<file path="config.mk">
export PLATFORM = sky130hd
export DESIGN_NAME = riscv_multicycle_core
export DESIGN_NICKNAME = d
export VERILOG_FILES = /design/src/rtl/riscv_pkg.sv /design/src/rtl/riscv_regfile.sv /design/src/rtl/riscv_multicycle_core.sv
export SDC_FILE = /design/constraint.sdc
export NUM_CORES = 2
export LEC_CHECK = 0
export BUFFER_PORTS_ARGS = -buffer_cell sky130_fd_sc_hd__buf_2
export CAP_MARGIN = 15
export CELL_PAD_IN_SITES_DETAIL_PLACEMENT = 1
export CELL_PAD_IN_SITES_GLOBAL_PLACEMENT = 2
export CORE_MARGIN = 5
export CORE_UTILIZATION = 49
export CTS_BUF_LIST = sky130_fd_sc_hd__clkbuf_8 sky130_fd_sc_hd__clkbuf_16
export DETAILED_ROUTE_END_ITERATION = 7
export PLACE_DENSITY = 0.9
export RECOVER_POWER = 100
export SKIP_LAST_GASP = 1
export SLEW_MARGIN = 25
export SYNTH_ARGS = -nofsm -noshare
export SYNTH_HDL_FRONTEND = slang
export SYNTH_SLANG_ARGS = --single-unit
</file>
<file path="constraint.sdc">
create_clock -name clk -period 9.65 [get_ports clk]
set_input_delay 2.895 -clock clk [delete_from_list [all_inputs] [get_ports clk]]
set_output_delay 2.895 -clock clk [all_outputs]
set_load 0.02 [all_outputs]
</file>
<file path="src/rtl/riscv_pkg.sv">
// Shared encodings for the multi-cycle RV32I/E core: opcode and funct fields, ALU operations, FSM states.
package riscv_pkg;

    localparam logic [6:0] OPC_OP     = 7'b0110011;
    localparam logic [6:0] OPC_OP_IMM = 7'b0010011;
    localparam logic [6:0] OPC_LUI    = 7'b0110111;

    localparam logic [2:0] F3_ADD  = 3'b000;
    localparam logic [2:0] F3_SLL  = 3'b001;
    localparam logic [2:0] F3_SLT  = 3'b010;
    localparam logic [2:0] F3_SLTU = 3'b011;
    localparam logic [2:0] F3_XOR  = 3'b100;
    localparam logic [2:0] F3_SR   = 3'b101;
    localparam logic [2:0] F3_OR   = 3'b110;
    localparam logic [2:0] F3_AND  = 3'b111;

    localparam logic [6:0] F7_BASE = 7'b0000000;
    localparam logic [6:0] F7_ALT  = 7'b0100000;

    typedef enum logic [3:0] {
        ALU_ADD, ALU_SUB, ALU_SLL, ALU_SLT, ALU_SLTU, ALU_XOR,
        ALU_SRL, ALU_SRA, ALU_OR, ALU_AND, ALU_PASSB
    } alu_op_t;

    typedef enum logic [2:0] {
        ST_FETCH, ST_WAIT, ST_EXEC, ST_WB, ST_TRAP
    } state_t;

endpackage

</file>
<file path="src/rtl/riscv_regfile.sv">
// Architectural register file: two combinational read ports plus a debug port, one synchronous write.
// Indices at or above NREGS read as 0 and are never written; x0 is hard-wired to 0.
module riscv_regfile #(
    parameter int NREGS = 32
) (
    input  logic        clk,
    input  logic        rst,
    input  logic [4:0]  rs1,
    input  logic [4:0]  rs2,
    output logic [31:0] rs1_data,
    output logic [31:0] rs2_data,
    input  logic [4:0]  dbg_sel,
    output logic [31:0] dbg_data,
    input  logic        we,
    input  logic [4:0]  rd,
    input  logic [31:0] rd_data
);

    localparam int         AW    = $clog2(NREGS);
    localparam logic [5:0] LIMIT = 6'(NREGS);

    logic [31:0] regs [NREGS];

    assign rs1_data = ({1'b0, rs1} < LIMIT) ? regs[rs1[AW-1:0]] : 32'h0;
    assign rs2_data = ({1'b0, rs2} < LIMIT) ? regs[rs2[AW-1:0]] : 32'h0;
    assign dbg_data = ({1'b0, dbg_sel} < LIMIT) ? regs[dbg_sel[AW-1:0]] : 32'h0;

    // regs[0] is cleared on reset and excluded from writes, so x0 reads as 0.
    always_ff @(posedge clk or negedge rst) begin
        if (!rst) begin
            for (int i = 0; i < NREGS; i++) begin
                regs[i] <= 32'h0;
            end
        end else if (we && rd != 5'd0 && {1'b0, rd} < LIMIT) begin
            regs[rd[AW-1:0]] <= rd_data;
        end
    end

endmodule

</file>
<file path="src/rtl/riscv_multicycle_core.sv">
// Multi-cycle RV32I/E core (R-type, I-type ALU, LUI): FETCH/WAIT/EXEC/WB, 4 cycles per instruction.
// Each imem_ready-low cycle in FETCH or rvalid-low cycle in WAIT adds one cycle; illegal opcodes park in TRAP.
module riscv_multicycle_core
    import riscv_pkg::*;
#(
    parameter int          NREGS    = 32,
    parameter logic [31:0] RESET_PC = 32'h0000_0000,
    parameter int          CNT_W    = 32
) (
    input  logic             clk,
    input  logic             rst,
    output logic             imem_req,
    output logic [31:0]      imem_addr,
    input  logic             imem_ready,
    input  logic             imem_rvalid,
    input  logic [31:0]      imem_rdata,
    output logic             retire,
    output logic [31:0]      retire_pc,
    output logic             trap,
    output logic [CNT_W-1:0] instret,
    input  logic [4:0]       dbg_sel,
    output logic [31:0]      dbg_data
);

    localparam logic [5:0] LIMIT = 6'(NREGS);

    state_t      state;
    logic [31:0] pc;
    logic [31:0] ir;
    logic [31:0] result;

    logic [6:0]  opcode;
    logic [6:0]  funct7;
    logic [2:0]  funct3;
    logic [4:0]  rd;
    logic [4:0]  rs1;
    logic [4:0]  rs2;
    logic [31:0] imm_i;
    logic [31:0] imm_u;
    logic [31:0] imm;
    logic [31:0] rs1_data;
    logic [31:0] rs2_data;
    logic [31:0] op_b;
    logic [31:0] alu_y;
    logic [4:0]  shamt;
    alu_op_t     alu_op;
    logic        use_imm;
    logic        legal;

    function automatic logic in_range(input logic [4:0] idx);
        return {1'b0, idx} < LIMIT;
    endfunction

    assign opcode    = ir[6:0];
    assign rd        = ir[11:7];
    assign funct3    = ir[14:12];
    assign rs1       = ir[19:15];
    assign rs2       = ir[24:20];
    assign funct7    = ir[31:25];
    assign imm_i     = {{20{ir[31]}}, ir[31:20]};
    assign imm_u     = {ir[31:12], 12'h000};
    assign imem_addr = pc;

    riscv_regfile #(
        .NREGS(NREGS)
    ) u_regfile (
        .clk      (clk),
        .rst      (rst),
        .rs1      (rs1),
        .rs2      (rs2),
        .rs1_data (rs1_data),
        .rs2_data (rs2_data),
        .dbg_sel  (dbg_sel),
        .dbg_data (dbg_data),
        .we       (state == ST_WB),
        .rd       (rd),
        .rd_data  (result)
    );

    // For OP-IMM the funct7 bits are imm[11:5], which qualify the shift encodings.
    always_comb begin
        alu_op  = ALU_ADD;
        use_imm = 1'b0;
        imm     = imm_i;
        legal   = 1'b0;
        case (opcode)
            OPC_OP: begin
                legal = in_range(rd) && in_range(rs1) && in_range(rs2);
                if (funct7 == F7_BASE) begin
                    case (funct3)
                        F3_ADD:  alu_op = ALU_ADD;
                        F3_SLL:  alu_op = ALU_SLL;
                        F3_SLT:  alu_op = ALU_SLT;
                        F3_SLTU: alu_op = ALU_SLTU;
                        F3_XOR:  alu_op = ALU_XOR;
                        F3_SR:   alu_op = ALU_SRL;
                        F3_OR:   alu_op = ALU_OR;
                        default: alu_op = ALU_AND;
                    endcase
                end else if (funct7 == F7_ALT && funct3 == F3_ADD) begin
                    alu_op = ALU_SUB;
                end else if (funct7 == F7_ALT && funct3 == F3_SR) begin
                    alu_op = ALU_SRA;
                end else begin
                    legal = 1'b0;
                end
            end
            OPC_OP_IMM: begin
                legal   = in_range(rd) && in_range(rs1);
                use_imm = 1'b1;
                case (funct3)
                    F3_ADD:  alu_op = ALU_ADD;
                    F3_SLT:  alu_op = ALU_SLT;
                    F3_SLTU: alu_op = ALU_SLTU;
                    F3_XOR:  alu_op = ALU_XOR;
                    F3_OR:   alu_op = ALU_OR;
                    F3_AND:  alu_op = ALU_AND;
                    F3_SLL: begin
                        alu_op = ALU_SLL;
                        if (funct7 != F7_BASE) legal = 1'b0;
                    end
                    default: begin
                        if (funct7 == F7_BASE)     alu_op = ALU_SRL;
                        else if (funct7 == F7_ALT) alu_op = ALU_SRA;
                        else                       legal  = 1'b0;
                    end
                endcase
            end
            OPC_LUI: begin
                legal   = in_range(rd);
                use_imm = 1'b1;
                imm     = imm_u;
                alu_op  = ALU_PASSB;
            end
            default: legal = 1'b0;
        endcase
    end

    assign op_b  = use_imm ? imm : rs2_data;
    assign shamt = op_b[4:0];

    always_comb begin
        alu_y = 32'h0;
        case (alu_op)
            ALU_ADD:  alu_y = rs1_data + op_b;
            ALU_SUB:  alu_y = rs1_data - op_b;
            ALU_SLL:  alu_y = rs1_data << shamt;
            ALU_SLT:  alu_y = {31'h0, $signed(rs1_data) < $signed(op_b)};
            ALU_SLTU: alu_y = {31'h0, rs1_data < op_b};
            ALU_XOR:  alu_y = rs1_data ^ op_b;
            ALU_SRL:  alu_y = rs1_data >> shamt;
            ALU_SRA:  alu_y = $unsigned($signed(rs1_data) >>> shamt);
            ALU_OR:   alu_y = rs1_data | op_b;
            ALU_AND:  alu_y = rs1_data & op_b;
            default:  alu_y = op_b;
        endcase
    end

    // imem_req is raised on entry to FETCH (from WB) so back-to-back instructions take 4 cycles.
    always_ff @(posedge clk or negedge rst) begin
        if (!rst) begin
            state     <= ST_FETCH;
            pc        <= RESET_PC;
            ir        <= 32'h0;
            result    <= 32'h0;
            imem_req  <= 1'b0;
            retire    <= 1'b0;
            retire_pc <= 32'h0;
            trap      <= 1'b0;
            instret   <= '0;
        end else begin
            retire <= 1'b0;
            case (state)
                ST_FETCH: begin
                    if (imem_req && imem_ready) begin
                        imem_req <= 1'b0;
                        state    <= ST_WAIT;
                    end else begin
                        imem_req <= 1'b1;
                    end
                end
                ST_WAIT: begin
                    if (imem_rvalid) begin
                        ir    <= imem_rdata;
                        state <= ST_EXEC;
                    end
                end
                ST_EXEC: begin
                    if (legal) begin
                        result    <= alu_y;
                        retire    <= 1'b1;
                        retire_pc <= pc;
                        state     <= ST_WB;
                    end else begin
                        trap  <= 1'b1;
                        state <= ST_TRAP;
                    end
                end
                ST_WB: begin
                    pc       <= pc + 32'd4;
                    instret  <= instret + CNT_W'(1);
                    imem_req <= 1'b1;
                    state    <= ST_FETCH;
                end
                default: begin
                    imem_req <= 1'b0;
                    trap     <= 1'b1;
                end
            endcase
        end
    end

endmodule

</file>
Word level (Yosys, flattened, before mapping). Cells that the tools add are included.

Bitwise gates (word level): 8. Muxes and demuxes: 42. $add $sub $neg: 4. Shifts and indexed selects: 3. Reduce and logical (&&, ||, !) cells: 20. Magnitude comparators: 7. Equal/unequal tests: 26.

Operator list (count): $bwmux W1024 (1); $bmux W32 S5 (3); $pmux W32 S10 (1); $mux W32 (8); $demux W32 S5 (1); $lt A32 B32 Y1 (2); $pmux W4 S7 (2); $add A32 B1 Y32 const B (1); $add A32 B3 Y32 const B (1); $add A32 B32 Y32 (1); $and A32 B32 Y32 (1); $or A32 B32 Y32 (1); $shl A32 B5 Y32 (1); $shr A32 B5 Y32 (1); $sshr A32 B5 Y32 (1); $sub A32 B32 Y32 (1); $xor A32 B32 Y32 (1); $mux W31 (1); $ge A6 B6 Y1 const B (4); $not A5 Y6 (4); $eq A7 B6 Y1 const B (3); $mux W3 (7); $eq A4 B3 Y1 const B (4); $eq A3 B2 Y1 const B (4); other kinds (27) (55).

Word-level logic and storage cells: 151. Input bits: 41. Output and inout bits: 131. Flip-flop bits (word level): 1190.

Depth between registers and ports, before layout.
Depth in word-level cells: 8. Gate-level depth with buffers: 26. Depth with buffers taken out: 20.

Modules after synthesis. From an unflattened synthesis, not the netlist that was laid out.

Cells, all modules: 7979. Area, all modules: 81192.9 µm².

By module, submodules not included: riscv_regfile (cells an instance 5759, seq. area each 25624.6 µm², area an instance 64295.4 µm², instances 1); riscv_multicycle_core (cells an instance 2220, seq. area each 4053.9 µm², area an instance 16897.5 µm², instances 1).

Worst setup path before layout. Ideal clock, no wire load.

Path kind: input -> output. Start point: input port dbg_sel[0]. End point: output port dbg_data[0]. Cell stages on the path: 6. Buffers on the path: 3. Arrival time: 5.360 ns. Data required time: 6.755 ns. Setup slack: 1.395 ns. Path through: clkbuf_1 -> buf_1 -> buf_1 -> mux4_2 -> mux4_2 -> mux2_2.

Cells in the longest elaborated chain, start to end: 4.

Ends and longest elaborated chain: from (decl) (RTL line riscv_multicycle_core.sv:21) `input logic [4:0] dbg_sel,`; $not A5 Y6 (implied by the code) (RTL line riscv_regfile.sv:26) `assign dbg_data = ({1'b0, dbg_sel} < LIMIT) ? regs[dbg_sel[AW-1:0]] : 32'h0;`; $bmux W32 S5 (RTL line riscv_regfile.sv:26); $mux W32 (implied by the code) (2 in a row) (RTL line riscv_regfile.sv:26); to (decl) (RTL line riscv_multicycle_core.sv:22) `output logic [31:0] dbg_data`.

No other way between the ends. The select of a mux whose other input is x is not followed.

Final worst setup path.
Start point: register ir[21]. End point: register result[28].

Cells in the longest elaborated chain, start to end: 7. Elaborated cells between the ends (all ways): 15. Those cells by class: add/sub (2); shift (3); mux (6); bitwise (4).

Ends and longest elaborated chain: from (decl) (RTL line riscv_multicycle_core.sv:29) `logic [31:0] ir;`; from (signal assigned) (RTL line riscv_multicycle_core.sv:184) `ir <= imem_rdata;`; $not A5 Y6 (implied by the code) (RTL line riscv_regfile.sv:25) `assign rs2_data = ({1'b0, rs2} < LIMIT) ? regs[rs2[AW-1:0]] : 32'h0;`; $bmux W32 S5 (RTL line riscv_regfile.sv:25); $mux W32 (implied by the code) (2 in a row) (RTL line riscv_regfile.sv:25); $mux W32 (*) (RTL line riscv_multicycle_core.sv:139) `assign op_b = use_imm ? imm : rs2_data;`; $sub A32 B32 Y32, or another cell as far along (RTL line riscv_multicycle_core.sv:146) `ALU_SUB: alu_y = rs1_data - op_b;`; $pmux W32 S10 (*) (RTL line riscv_multicycle_core.sv:144) `case (alu_op)`; to (signal assigned) (RTL line riscv_multicycle_core.sv:190) `result <= alu_y;`; to (decl) (RTL line riscv_multicycle_core.sv:30) `logic [31:0] result;`.

Mark *: on every way between the ends. The rest lies on a longest branch, timed or not. The select of a mux whose other input is x is not followed. A chain may end at the register's enable or synchronous reset.

==> results.txt <==
----------------------------------------------------
[Hold path]
  Cell count of the worst hold path ... 0
  Tightest Hold Check Type ... reg -> reg
  Worst hold start ... u_regfile.regs[1004]
  Endpoint, Worst Hold ... u_regfile.regs[1004]

[Setup path]
  Critical-path cell with the highest stage delay ... sky130_fd_sc_hd__dfrtp_1
  Worst R2R End ... result[28]
  Cell repeated most along the worst path ... sky130_fd_sc_hd__buf_4
  Largest stage delay on the critical path ... 1.66 ns
  Count of cells along the worst register-to-register path ... 20
  Worst Path Buf+Inv ... 5
  Worst setup SP type ... flop
  Minimum setup slack among reg-to-reg paths ... 0.65 ns
  Crit-path leading delay family ... compound AO/OA/AOI/OAI gates
  Worst EP arrival ... 9.66 ns
  List of cells traversed by the critical path ... buf_4 -> buf_4 -> mux4_2 -> mux4_2 -> mux2i_1 -> o21ai_0 -> inv_1 -> ha_1 -> inv_1 -> o21a_1 -> a21oi_1 -> a21oi_1 -> buf_4 -> a2bb2oi_1 -> o31ai_1 -> a221oi_1 -> xor2_1 -> a221oi_1 -> o2111a_1 -> nor2_1
  Critical register-to-register path startpoint ... ir[21]
  Crit Path Category ... reg -> reg
  Worst path required time ... 10.31 ns
  Worst Path Max Fanout ... 57
  Nature of the critical path endpoint ... flop

[Synth]
  Number of warnings printed during yosys synthesis ... 0
  Count of distinct cell types in the synthesized netlist ... 98
  Cell area after synthesis ... 78380 um^2
  Proportion of synthesized chip area in sequential cells ... 37.87%
  FF+latch count, synth ... 1186
  Gate Count Post-Synth ... 6195
  Number of flops mapped to enable cells by yosys ... 0
  Primary flip-flop cell chosen by synthesis mapping ... sky130_fd_sc_hd__dfrtp_1
  Mean cell area of the mapped netlist ... 12.65 um^2
  Post-synth ARST share ... 100.0%

[Detailed routing]
  Detailed-route wire length on metal 1 ... 126.9 mm
  Number of design rule violations left after detail routing ... 0
  Final Routed Wirelength ... 345.5 mm
  Via count ... 63910
  Detail-routed via count per cell ... 7.762
  Router iterations before antenna repair ... 6
  Antenna viol nets, final ... 0
  Highest routed layer ... met5
  Detailed-routed wire length on met2 ... 150.8 mm
  Iter 0 DRT Violations ... 8758
  Met3 routed wirelength ... 44.15 mm
  Wirelength per Cell ... 41.96 um

[STA]
  Number of setup violations in the final report ... 0
  Final worst path period share ... 93.23%
  Worst-margin pin slew ... 4.917 ns
  Relative slew slack ... -227.8%
  Final hold viol count ... 0
  Crit path time final ... 8.997 ns
  RSZ-0062 raised after global routing ... false
  Number of max-slew violations in the final report ... 2287
  Clock Skews ... 0.03563 ns
  Setup TNS ... 0 ns
  Worst hold slack ... 0.4240 ns
  Max Clk Rate ... 111.2 MHz

[Die]
  Site row count ... 146
  DIE HEIGHT ... 409.9 um
  Total die area ... 168000 um^2
  Core Region ... 158700 um^2
  Top-level port count ... 172
  Effective utilization at floorplan ... 49.37%
  Die Wd ... 409.9 um

[Final layout]
  Fillers ... 15480
  Proportion of layout cells with a drive suffix above 1 ... 36.89%
  Register area ... 29730 um^2
  Final Util ... 53.83%
  Leading cell types in the layout, fill and taps excluded ... sky130_fd_sc_hd__dfrtp_1 (1158), sky130_fd_sc_hd__mux2_2 (993), sky130_fd_sc_hd__mux4_2 (755), sky130_fd_sc_hd__mux2i_1 (361), sky130_fd_sc_hd__nand2_1 (299)
  Net count, final ... 6192
  Most frequent standard cell in the layout excluding fill and tap cells ... sky130_fd_sc_hd__dfrtp_1
  Area growth from synthesis to final layout ... 9.037%
  Area occupied by multi-input gates ... 45880 um^2

[Clock tree]
  Clock Root Buffer ... sky130_fd_sc_hd__clkbuf_16
  Post-CTS setup buffers ... 0
  Total of hold buffers inserted after clock tree synthesis ... 0
  Clock latency of the later-clocked register in the worst-skew pair ... 0.80 ns
  CTS Buf Count ... 137
  Total clock sinks ... 1186
  Max H-tree Level ... 4
  Post_cts resized ... 0
  Clock transition at the registers of the reported paths ... 0.07 ns
  TritonCTS clock tree ... built
  Maximum number of buffers from clock root to sink ... 3

[Placed design]
  HPWL after detailed placement ... 213.6 mm
  Number of input and output port buffers inserted ... 167
  Global placer's final weighted congestion ... 1.038

[GRT]
  Number of antenna violations at the first check in global routing ... 24
  GRT overflow ... 0
  Overall global routing resource usage ... 40.60%
  Pin count of the biggest net entering global routing ... 177
  Number of global-route vias before repair ... 65990
  Global-route wire length before repair ... 496.9 mm

[Outcome]
  Failing checks ... max-capacitance violations, max-slew violations
  Status ... finished with violations

[Pwr]
  Lkg Pwr ... 37.55 nW
  Peak supply drop ... 183.1 uV
  Pwr/cell area ... 141.0 nW/um^2

[Job]
  MaxCap Viol Count ... 55

----------------------------------------------------
==> synth_stat cells (all sizes together), types with 14 or more instances <==
cell type | count | area (um^2)
buf | 237 | 1116
mux4 | 755 | 17000
a22o | 24 | 210.2
a22oi | 192 | 1441
o21ai | 135 | 675.6
dfrtp | 1186 | 29680
nand2 | 302 | 1134
o22ai | 25 | 156.4
xnor2 | 46 | 402.9
nor2 | 231 | 899.6
inv | 109 | 411.7
a221oi | 15 | 131.4
nand3 | 132 | 660.6
clkbuf | 402 | 1509
nand2b | 18 | 112.6
o211ai | 24 | 185.2
ha | 103 | 1289
and3 | 37 | 232.7
a31oi | 39 | 250.2
o21a | 22 | 165.2
a21oi | 209 | 1050
a2111oi | 16 | 140.1
mux2 | 1064 | 11980
mux2i | 361 | 3613
o221ai | 14 | 122.6
nor3 | 55 | 291.5
nor2b | 19 | 118.9
xor2 | 22 | 192.7
o21bai | 22 | 165.2
a211oi | 52 | 390.4
a21o | 23 | 172.7
nand4 | 46 | 287.8
or3 | 21 | 131.4
==> per-layer routing <==
| metal | vias up | global-route usage (%) |
|---|---|---|
| li1 | 23820 | - |
| met3 | 1450 | 13.24 |
| met5 | - | 0 |
| met1 | 33580 | 53.31 |
| met2 | 5033 | 59.66 |
| met4 | 24 | 22.83 |
==> how the worst max path moves through the flow <==
stage | slack (ns) | endpoint | startpoint | cells after the start
4_1_cts | 1.28 | dbg_data[28] | dbg_sel[0] | 6
6_report | 0.65 | result[28] | ir[21] | 20
5_1_grt | 0.62 | result[28] | ir[21] | 20
2_1_floorplan | 1.39 | dbg_data[0] | dbg_sel[0] | 6
3_3_place_gp | 1.39 | dbg_data[10] | dbg_sel[0] | 6
3_5_place_dp | 1.29 | dbg_data[27] | dbg_sel[0] | 6
==> through the flow <==
stage	instances	instance area [um^2]	setup slack [ns]	power, W
final	8234	85460	0.6534	0.01205
after global routing	8225	85440	0.6202	0.01234
after CTS	8219	85850	1.280	0.01202
after detailed placement	7975	81220	1.294	0.006596
after global placement	7974	81190	1.393	0.006575
after floorplan	6198	78390	1.395	0.005958
==> cells by family after synthesis <==
kind of cell,after synthesis,synth area share (%)
flops,1186,37.87
other cells,1,0.004785
xor+xnor,68,0.7599
buf+inv,749,3.879
mux,2180,41.59
compound gates,964,8.475
simple gates,942,5.725
fa+ha+maj,105,1.695
==> where the power goes <==
part	leakage [nW]	switching, W	internal (W)
clock	2.39	0.00231	0.00317
sequential	16.5	0.0000503	0.00498
combinational	18.7	0.00108	0.000458
==> final cells by class <==
type                    instances  area share (%)
inverters                     110          0.4861
clock buffers                 164           4.512
diodes                         11         0.03221
repair buffers                348           2.561
clock inverters                80          0.9034
flip-flops and latches       1186           34.78
well taps                    2072           3.034
multi-input cells            4263           53.69
==> flip-flops by register name, indices dropped and copies added, names as in the netlist <==
| register | flops |
|---|---|
| u_regfile.regs | 1024 |
| ir | 32 |
| retire_pc | 30 |
| retire | 1 |
| result | 32 |
| instret | 32 |
| state | 3 |
| trap | 1 |
| imem_req | 1 |
| imem_addr | 30 |
Power figures use the tool's default switching activity.
